<file path="src/rtl/aes_pkg.sv">
// Shared AES definitions: block width, round count and the
// round-controller state encoding.
package aes_pkg;

  localparam int AES_BLK_W = 128;
  localparam int AES128_NR = 10;

  typedef enum logic [1:0] {
    IDLE,
    KEY,
    RUN,
    DONE
  } aes_ctrl_st_e;

endpackage

</file>
<file path="src/rtl/aes_dp_timer.sv">
// Loadable down-counter that times the external round datapath.
// expire_o flags the final cycle of the wait window.
module aes_dp_timer #(
  parameter int LAT = 1
) (
  input  logic clk,
  input  logic rst,
  input  logic load_i,
  input  logic en_i,
  output logic expire_o
);

  localparam int TW = $clog2(LAT + 1);

  logic [TW-1:0] cnt_q;
  logic [TW-1:0] cnt_d;

  always_comb begin
    cnt_d = cnt_q;
    if (load_i) begin
      cnt_d = TW'(LAT);
    end else if (en_i && cnt_q != '0) begin
      cnt_d = cnt_q - TW'(1);
    end
  end

  always_ff @(posedge clk or posedge rst) begin
    if (rst) begin
      cnt_q <= '0;
    end else begin
      cnt_q <= cnt_d;
    end
  end

  assign expire_o = en_i && (cnt_q == TW'(1));

endmodule

</file>
<file path="src/rtl/aes_round_ctrl.sv">
// Iterative AES-128 encrypt sequencer: owns cipher state and round
// counter, fetches round keys and steps the external round datapath.
module aes_round_ctrl
  import aes_pkg::*;
#(
  parameter int NR     = AES128_NR,
  parameter int DP_LAT = 1
) (
  input  logic                 clk,
  input  logic                 rst,
  input  logic                 in_valid_i,
  output logic                 in_ready_o,
  input  logic [AES_BLK_W-1:0] in_data_i,
  output logic                 key_req_o,
  output logic [3:0]           key_round_o,
  input  logic                 key_ack_i,
  input  logic [AES_BLK_W-1:0] rk_in_i,
  output logic                 dp_start_o,
  output logic [AES_BLK_W-1:0] dp_state_o,
  output logic [AES_BLK_W-1:0] dp_rk_o,
  output logic                 dp_last_o,
  input  logic [AES_BLK_W-1:0] dp_result_i,
  output logic                 out_valid_o,
  input  logic                 out_ready_i,
  output logic [AES_BLK_W-1:0] out_data_o,
  output logic                 busy_o
);

  localparam int RW = $clog2(NR + 1);

  aes_ctrl_st_e         st_q, st_d;
  logic [RW-1:0]        round_q, round_d;
  logic [AES_BLK_W-1:0] state_q, state_d;
  logic [AES_BLK_W-1:0] rk_q, rk_d;
  logic                 start_q, start_d;
  logic                 tmr_load;
  logic                 tmr_exp;
  logic                 run;

  assign run = (st_q == RUN);

  aes_dp_timer #(
    .LAT(DP_LAT)
  ) u_tmr (
    .clk     (clk),
    .rst     (rst),
    .load_i  (tmr_load),
    .en_i    (run),
    .expire_o(tmr_exp)
  );

  always_comb begin
    st_d     = st_q;
    round_d  = round_q;
    state_d  = state_q;
    rk_d     = rk_q;
    start_d  = 1'b0;
    tmr_load = 1'b0;
    unique case (st_q)
      IDLE: begin
        if (in_valid_i) begin
          state_d = in_data_i;
          round_d = '0;
          st_d    = KEY;
        end
      end
      KEY: begin
        if (key_ack_i) begin
          rk_d = rk_in_i;
          // Round 0 is the bare AddRoundKey; no datapath pass.
          if (round_q == '0) begin
            state_d = state_q ^ rk_in_i;
            round_d = RW'(1);
          end else begin
            st_d     = RUN;
            start_d  = 1'b1;
            tmr_load = 1'b1;
          end
        end
      end
      RUN: begin
        if (tmr_exp) begin
          state_d = dp_result_i;
          if (round_q == RW'(NR)) begin
            st_d = DONE;
          end else begin
            round_d = round_q + RW'(1);
            st_d    = KEY;
          end
        end
      end
      DONE: begin
        if (out_ready_i) begin
          st_d = IDLE;
        end
      end
      default: st_d = IDLE;
    endcase
  end

  always_ff @(posedge clk or posedge rst) begin
    if (rst) begin
      st_q    <= IDLE;
      round_q <= '0;
      state_q <= '0;
      rk_q    <= '0;
      start_q <= 1'b0;
    end else begin
      st_q    <= st_d;
      round_q <= round_d;
      state_q <= state_d;
      rk_q    <= rk_d;
      start_q <= start_d;
    end
  end

  assign in_ready_o  = (st_q == IDLE);
  assign key_req_o   = (st_q == KEY);
  assign key_round_o = 4'(round_q);
  assign dp_start_o  = start_q;
  assign dp_state_o  = state_q;
  assign dp_rk_o     = rk_q;
  assign dp_last_o   = run && (round_q == RW'(NR));
  assign out_valid_o = (st_q == DONE);
  assign out_data_o  = state_q;
  assign busy_o      = (st_q != IDLE);

endmodule

</file>
<file path="config.mk">
export PLATFORM = sky130hd
export DESIGN_NAME = aes_round_ctrl
export DESIGN_NICKNAME = d
export VERILOG_FILES = /design/src/rtl/aes_pkg.sv /design/src/rtl/aes_dp_timer.sv /design/src/rtl/aes_round_ctrl.sv
export SDC_FILE = /design/constraint.sdc
export NUM_CORES = 1
export LEC_CHECK = 0
export BUFFER_PORTS_ARGS = -buffer_cell sky130_fd_sc_hd__buf_4
export CAP_MARGIN = 20
export CORE_AREA = 2 2 307 309
export DETAILED_ROUTE_END_ITERATION = 6
export DIE_AREA = 0 0 309 311
export GPL_TIMING_DRIVEN = 1
export SYNTH_ARGS = -nofsm -noshare
export SYNTH_HDL_FRONTEND = slang
export SYNTH_SLANG_ARGS = --single-unit
</file>
<file path="constraint.sdc">
create_clock -name clk -period 16.9 [get_ports clk]
set_input_delay 3.38 -clock clk [delete_from_list [all_inputs] [get_ports clk]]
set_output_delay 3.38 -clock clk [all_outputs]
set_load 0.005 [all_outputs]
</file>
[After elaboration in Yosys (flattened, before gate mapping)]
Index checks and enable logic that the tools add are counted.
Storage, ports and cells
  register bits after elaboration: 264
  bits of input ports: 389
  output and inout port bits: 394
  logic and storage cells: 54
Cells by class
  add/subtract/negate cells: 2
  equal/unequal tests: 11
  muxes and demuxes: 23
  bitwise logic cells: 1
  reductions and logical operators: 11
Operators with widths (count)
  $mux 128: 4
  $pmux 128 s3: 1
  $xor 128x128->128: 1
  $mux 4: 5
  $mux 2: 6
  $pmux 4 s3: 1
  $reduce_and 5->1: 2
  $ne 2x2->1 const B: 4
  $pmux 2 s4: 1
  $ne 2x1->1 const B: 3
  $reduce_and 6->1: 1
  $mux 1: 5
  $add 4x1->4 const B: 1
  $eq 2x2->1 const B: 2
  $eq 4x4->1 const B: 1
  $logic_not 4->1: 1
  $reduce_bool 2->1: 2
  $reduce_bool 3->1: 1
  $eq 2x1->1 const B: 1
  $logic_and 1x1->1: 2
  $logic_not 2->1: 1
  $reduce_and 2->1: 1
  $sub 1x1->1 const B: 1

[Longest topological paths before layout]
  depth after elaboration: 5
  mapped depth: 8

[By module]
Synthesis repeated with hierarchy kept, for this count alone.
Second synthesis, totals
  cell total of the unflattened synthesis: 1201
  area, all modules: 14094.8 um^2
Modules (own cells, without submodules)
  aes_round_ctrl: times used 1, cells an instance 1196, area each 14047.2 um^2, sequential area each 6581.3 um^2
  aes_dp_timer: times used 1, cells an instance 5, area each 47.5 um^2, sequential area each 25.0 um^2

[Least setup slack after synthesis]
No wires, ideal clock.
  path kind: input port to flip-flop
  from: input port key_ack_i
  to: register state_q[0] (netlist: dp_state_o[0])
  setup time: 0.125 ns
  arrival: 4.509 ns
  path slack: 12.266 ns
  cell stages on the path: 7
  buffers on the path: 3
  path through: inv_1 a222oi_1 buf_2 buf_4 buf_2 o211ai_1 o2bb2ai_1
Between the ends
  word-level cells in the longest chain between the ends: 2
Ends and longest elaborated chain
  start: declaration: RTL line aes_round_ctrl.sv:16  | input logic key_ack_i,
  $ne 2x1->1 (no source line)
  $reduce_and 5->1 (no source line)
  end signal: assignment: RTL line aes_round_ctrl.sv:111  | state_q <= state_d;
  end: declaration: RTL line aes_round_ctrl.sv:33  | logic [AES_BLK_W-1:0] state_q, state_d;
No other way between the ends.
A chain may end at the register's enable or synchronous reset.

[Worst setup path after layout]
  from: input port key_ack_i
  to: register state_q[16] (netlist: dp_state_o[16])
The elaborated chain is that of the path after synthesis.

==> impl_metrics.py <==
metrics = {
    "floorplan": {
        "die_height_microns": 311,
        "num_rows": 112,
        "initial_core_util_pct": 15.2,
        "coreArea_sq_mm": 0.0928,
        "chipWidth_microns": 309,
        "die_area_sq_mm": 0.0961,
        "ioPinCount": 783,
    },
    "global_routing": {
        "grt_pass1_wl_microns": 87900,
        "grt_max_degree": 138,
        "grt_usage_pct": 12.0,
        "grt_overflow_total": 0,
        "grt_pass1_vias": 13000,
        "antenna_found_initial": 4,
    },
    "critical_path": {
        "cp-startpoint": "key_ack_i",
        "path_buf_inv": 4,
        "max_stage_delay_ns": 0.66,
        "cp_max_fo": 137,
        "critical_path_depth": 7,
        "worst_path_most_repeated_cell": "buf_4",
        "rrSetupSlack_ns": 13.04,
        "cp_top_family": "buffers and inverters",
        "path_cells": "buf_4, inv_1, a222oi_1, buf_12, nand2_4, buf_4, o2bb2ai_1",
        "crit-reg2reg-capture": "dp_state_o[16]$_DFFE_PP0P_",
        "cp-start-kind": "input port",
        "r2r_cells": 7,
        "critPathCapture": "dp_state_o[16]$_DFFE_PP0P_",
        "crit_path_end_kind": "flop",
        "cp_slowest_cell": "nand2_4",
        "r2r_start": "st_q[1]$_DFFE_PP0P_",
        "cp_data_arrival_time_ns": 6.34,
        "required_ns": 17.34,
        "critPathKind": "input port to flop",
    },
    "power": {
        "p_per_area_mw_per_mm2": 211,
        "p_leak_uw": 0.00923,
        "p_seq_share_pct": 27.4,
        "peakVddDrop_mv": 0.175,
        "finalPower_uw": 4510,
        "p_int_uw": 2630,
        "p_switching_uw": 1880,
        "power_frac_comb_pct": 55.5,
        "p_clk_share_pct": 17.1,
        "swShare_pct": 41.6,
    },
    "synth": {
        "ys_ff_latch": 264,
        "avgSynthCellArea_sq_um": 11.8,
        "synth_top_area_share_pct": 46.8,
        "ys.flop_type": "dfrtp_1",
        "syn-cell-area_sq_mm": 0.0141,
        "synth_cells": 1198,
        "ys_seq_area_share_pct": 46.8,
        "ys_warn_count": 0,
        "synthTopCellsByArea": "dfrtp_1, mux2_2, o2bb2ai_1",
        "async_reset_ff_share_pct": 100,
        "yosysTopAreaCell": "dfrtp_1",
        "synth-edff-count": 0,
        "syn_nets": 1596,
        "ys_types": 32,
    },
    "clock_network": {
        "cts.sink_count": 264,
        "root_buffer": "clkbuf_16",
        "cts_buffers": 34,
        "ctsResizeCount": 0,
        "cts_setup_buffers": 0,
        "ctsHoldBuffers": 0,
        "tritoncts": "yes",
        "clk_latency_ns": 0.53,
        "cts-htree-levels": 2,
        "cts_buffer_depth": 3,
        "clk_pin_slew_ns": 0.06,
    },
    "layout": {
        "final_cell_mix": "buf_4, dfrtp_1, o211ai_1, o2bb2ai_1",
        "nets": 2186,
        "register_area_sq_mm": 0.00661,
        "final_common_cell": "buf_4",
        "drive_gt1_share_pct": 54.6,
        "fillers": 10100,
        "synthToLayoutAreaGrowth_pct": 51.6,
        "fin_util_pct": 23.1,
        "design_area_sq_mm": 0.0214,
        "multiInputGateArea_sq_mm": 0.00596,
    },
    "drt": {
        "routed_wl_microns": 61600,
        "drc_errors": 0,
        "wire_per_inst_microns": 20.1,
        "drt-pass1-iter-count": 5,
        "antenna_left": 0,
        "viasPerCell": 4.25,
        "initialDrtViolationCount": 1021,
        "vias": 13000,
    },
    "timing": {
        "whs_ns": 0.503,
        "fin_crit_sh_pct": 34.9,
        "hold_viol_final": 0,
        "fmax_mhz": 170,
        "finalSetupViolations": 0,
        "tightest_slew_ns": 1.12,
        "period_minus_slack_ns": 5.90,
        "finClkSkew_ns": 0.0139,
        "tns_ns": 0,
        "rsz0062_at_grt": "no",
        "maxSlewHeadroom_pct": 25.5,
        "drv_slew": 0,
    },
    "status": {
        "outcome": "completed",
    },
    "place": {
        "gp_congestion": 0.852,
        "portBuffers": 782,
        "hpwl_microns": 44200,
        "placed_cell_area_sq_mm": 0.0202,
    },
    "run": {
        "cap_violations": 0,
    },
    "hold_path": {
        "hold_path.class": "flop to flop",
    },
}
-- area by class of cell --
type / count / area share [%]
Inverter: 13 / 0.275
Clock buffer: 52 / 5.11
Sequential cell: 264 / 30.9
Antenna cell: 1 / 0.0117
Tap cell: 1254 / 7.34
Clock inverter: 9 / 0.486
Multi-Input combinational cell: 679 / 27.8
Timing Repair Buffer: 796 / 28.1
-- registers in the layout, indices dropped and copies added, names as in the netlist --
name         flops
dp_rk_o        128
dp_start_o       1
dp_state_o     128
u_tmr.cnt_q      1
st_q             2
key_round_o      4
-- routing by layer --
| metal | vias to the layer above | routed length [microns] | track usage, % |
|---|---|---|---|
| met3 | 84 | 4890 | 2.81 |
| met1 | 6551 | 25200 | 15.1 |
| met5 | - | 27 | 0 |
| li1 | 5780 | - | - |
| met2 | 612 | 29700 | 20.1 |
| met4 | 4 | 1710 | 3.86 |
-- power groups by stage --
stage / logic (uW) / registers [uW] / clock network, uW
5_1_grt: 2700 / 1270 / 823
6_report: 2500 / 1230 / 771
2_1_floorplan: 1550 / 1180 / 0
3_3_place_gp: 2490 / 1230 / 0
4_1_cts: 2530 / 1230 / 803
3_5_place_dp: 2530 / 1240 / 0
-- kinds of logic after synthesis --
logic type | count (synthesis) | synth area share (%)
simple gates | 142 | 7.38
flops | 264 | 46.8
compound gates | 398 | 23.4
buf+inv | 255 | 11.2
mux | 130 | 10.4
fa+ha+maj | 9 | 0.798
-- Yosys cell counts (3+ instances only) --
| cell type | instances |
|---|---|
| dfrtp_1 | 264 |
| buf_4 | 139 |
| o211ai_1 | 129 |
| o2bb2ai_1 | 129 |
| a221oi_1 | 128 |
| mux2_2 | 128 |
| nor3b_1 | 128 |
| clkbuf_1 | 67 |
| buf_2 | 20 |
| inv_1 | 13 |
| buf_6 | 10 |
| ha_1 | 9 |
| buf_1 | 6 |
| nand2_1 | 5 |
| a31oi_1 | 3 |
-- how the worst min path moves through the flow --
stage / startpoint / slack [ns] / end / cells past startpoint
after floorplan: u_tmr.cnt_q$_DFFE_PP0P_ / 0.47 / u_tmr.cnt_q$_DFFE_PP0P_ / 2
after global placement: dp_rk_o[31]$_DFFE_PP0P_ / 0.49 / dp_rk_o[31]$_DFFE_PP0P_ / 1
after detailed placement: dp_rk_o[96]$_DFFE_PP0P_ / 0.49 / dp_rk_o[96]$_DFFE_PP0P_ / 1
after CTS: dp_rk_o[96]$_DFFE_PP0P_ / 0.51 / dp_rk_o[96]$_DFFE_PP0P_ / 1
after global routing: dp_rk_o[95]$_DFFE_PP0P_ / 0.51 / dp_rk_o[95]$_DFFE_PP0P_ / 1
final: dp_rk_o[31]$_DFFE_PP0P_ / 0.50 / dp_rk_o[31]$_DFFE_PP0P_ / 1
-- through the flow --
step / cells / worst slack [ns]
floorplan: 1198 / 6.25
global placement: 3006 / 10.52
detailed placement: 3006 / 10.47
CTS: 3067 / 11.08
global route: 3067 / 10.86
finish: 3068 / 11.00
No activity file was read; power rests on OpenSTA's default activity.
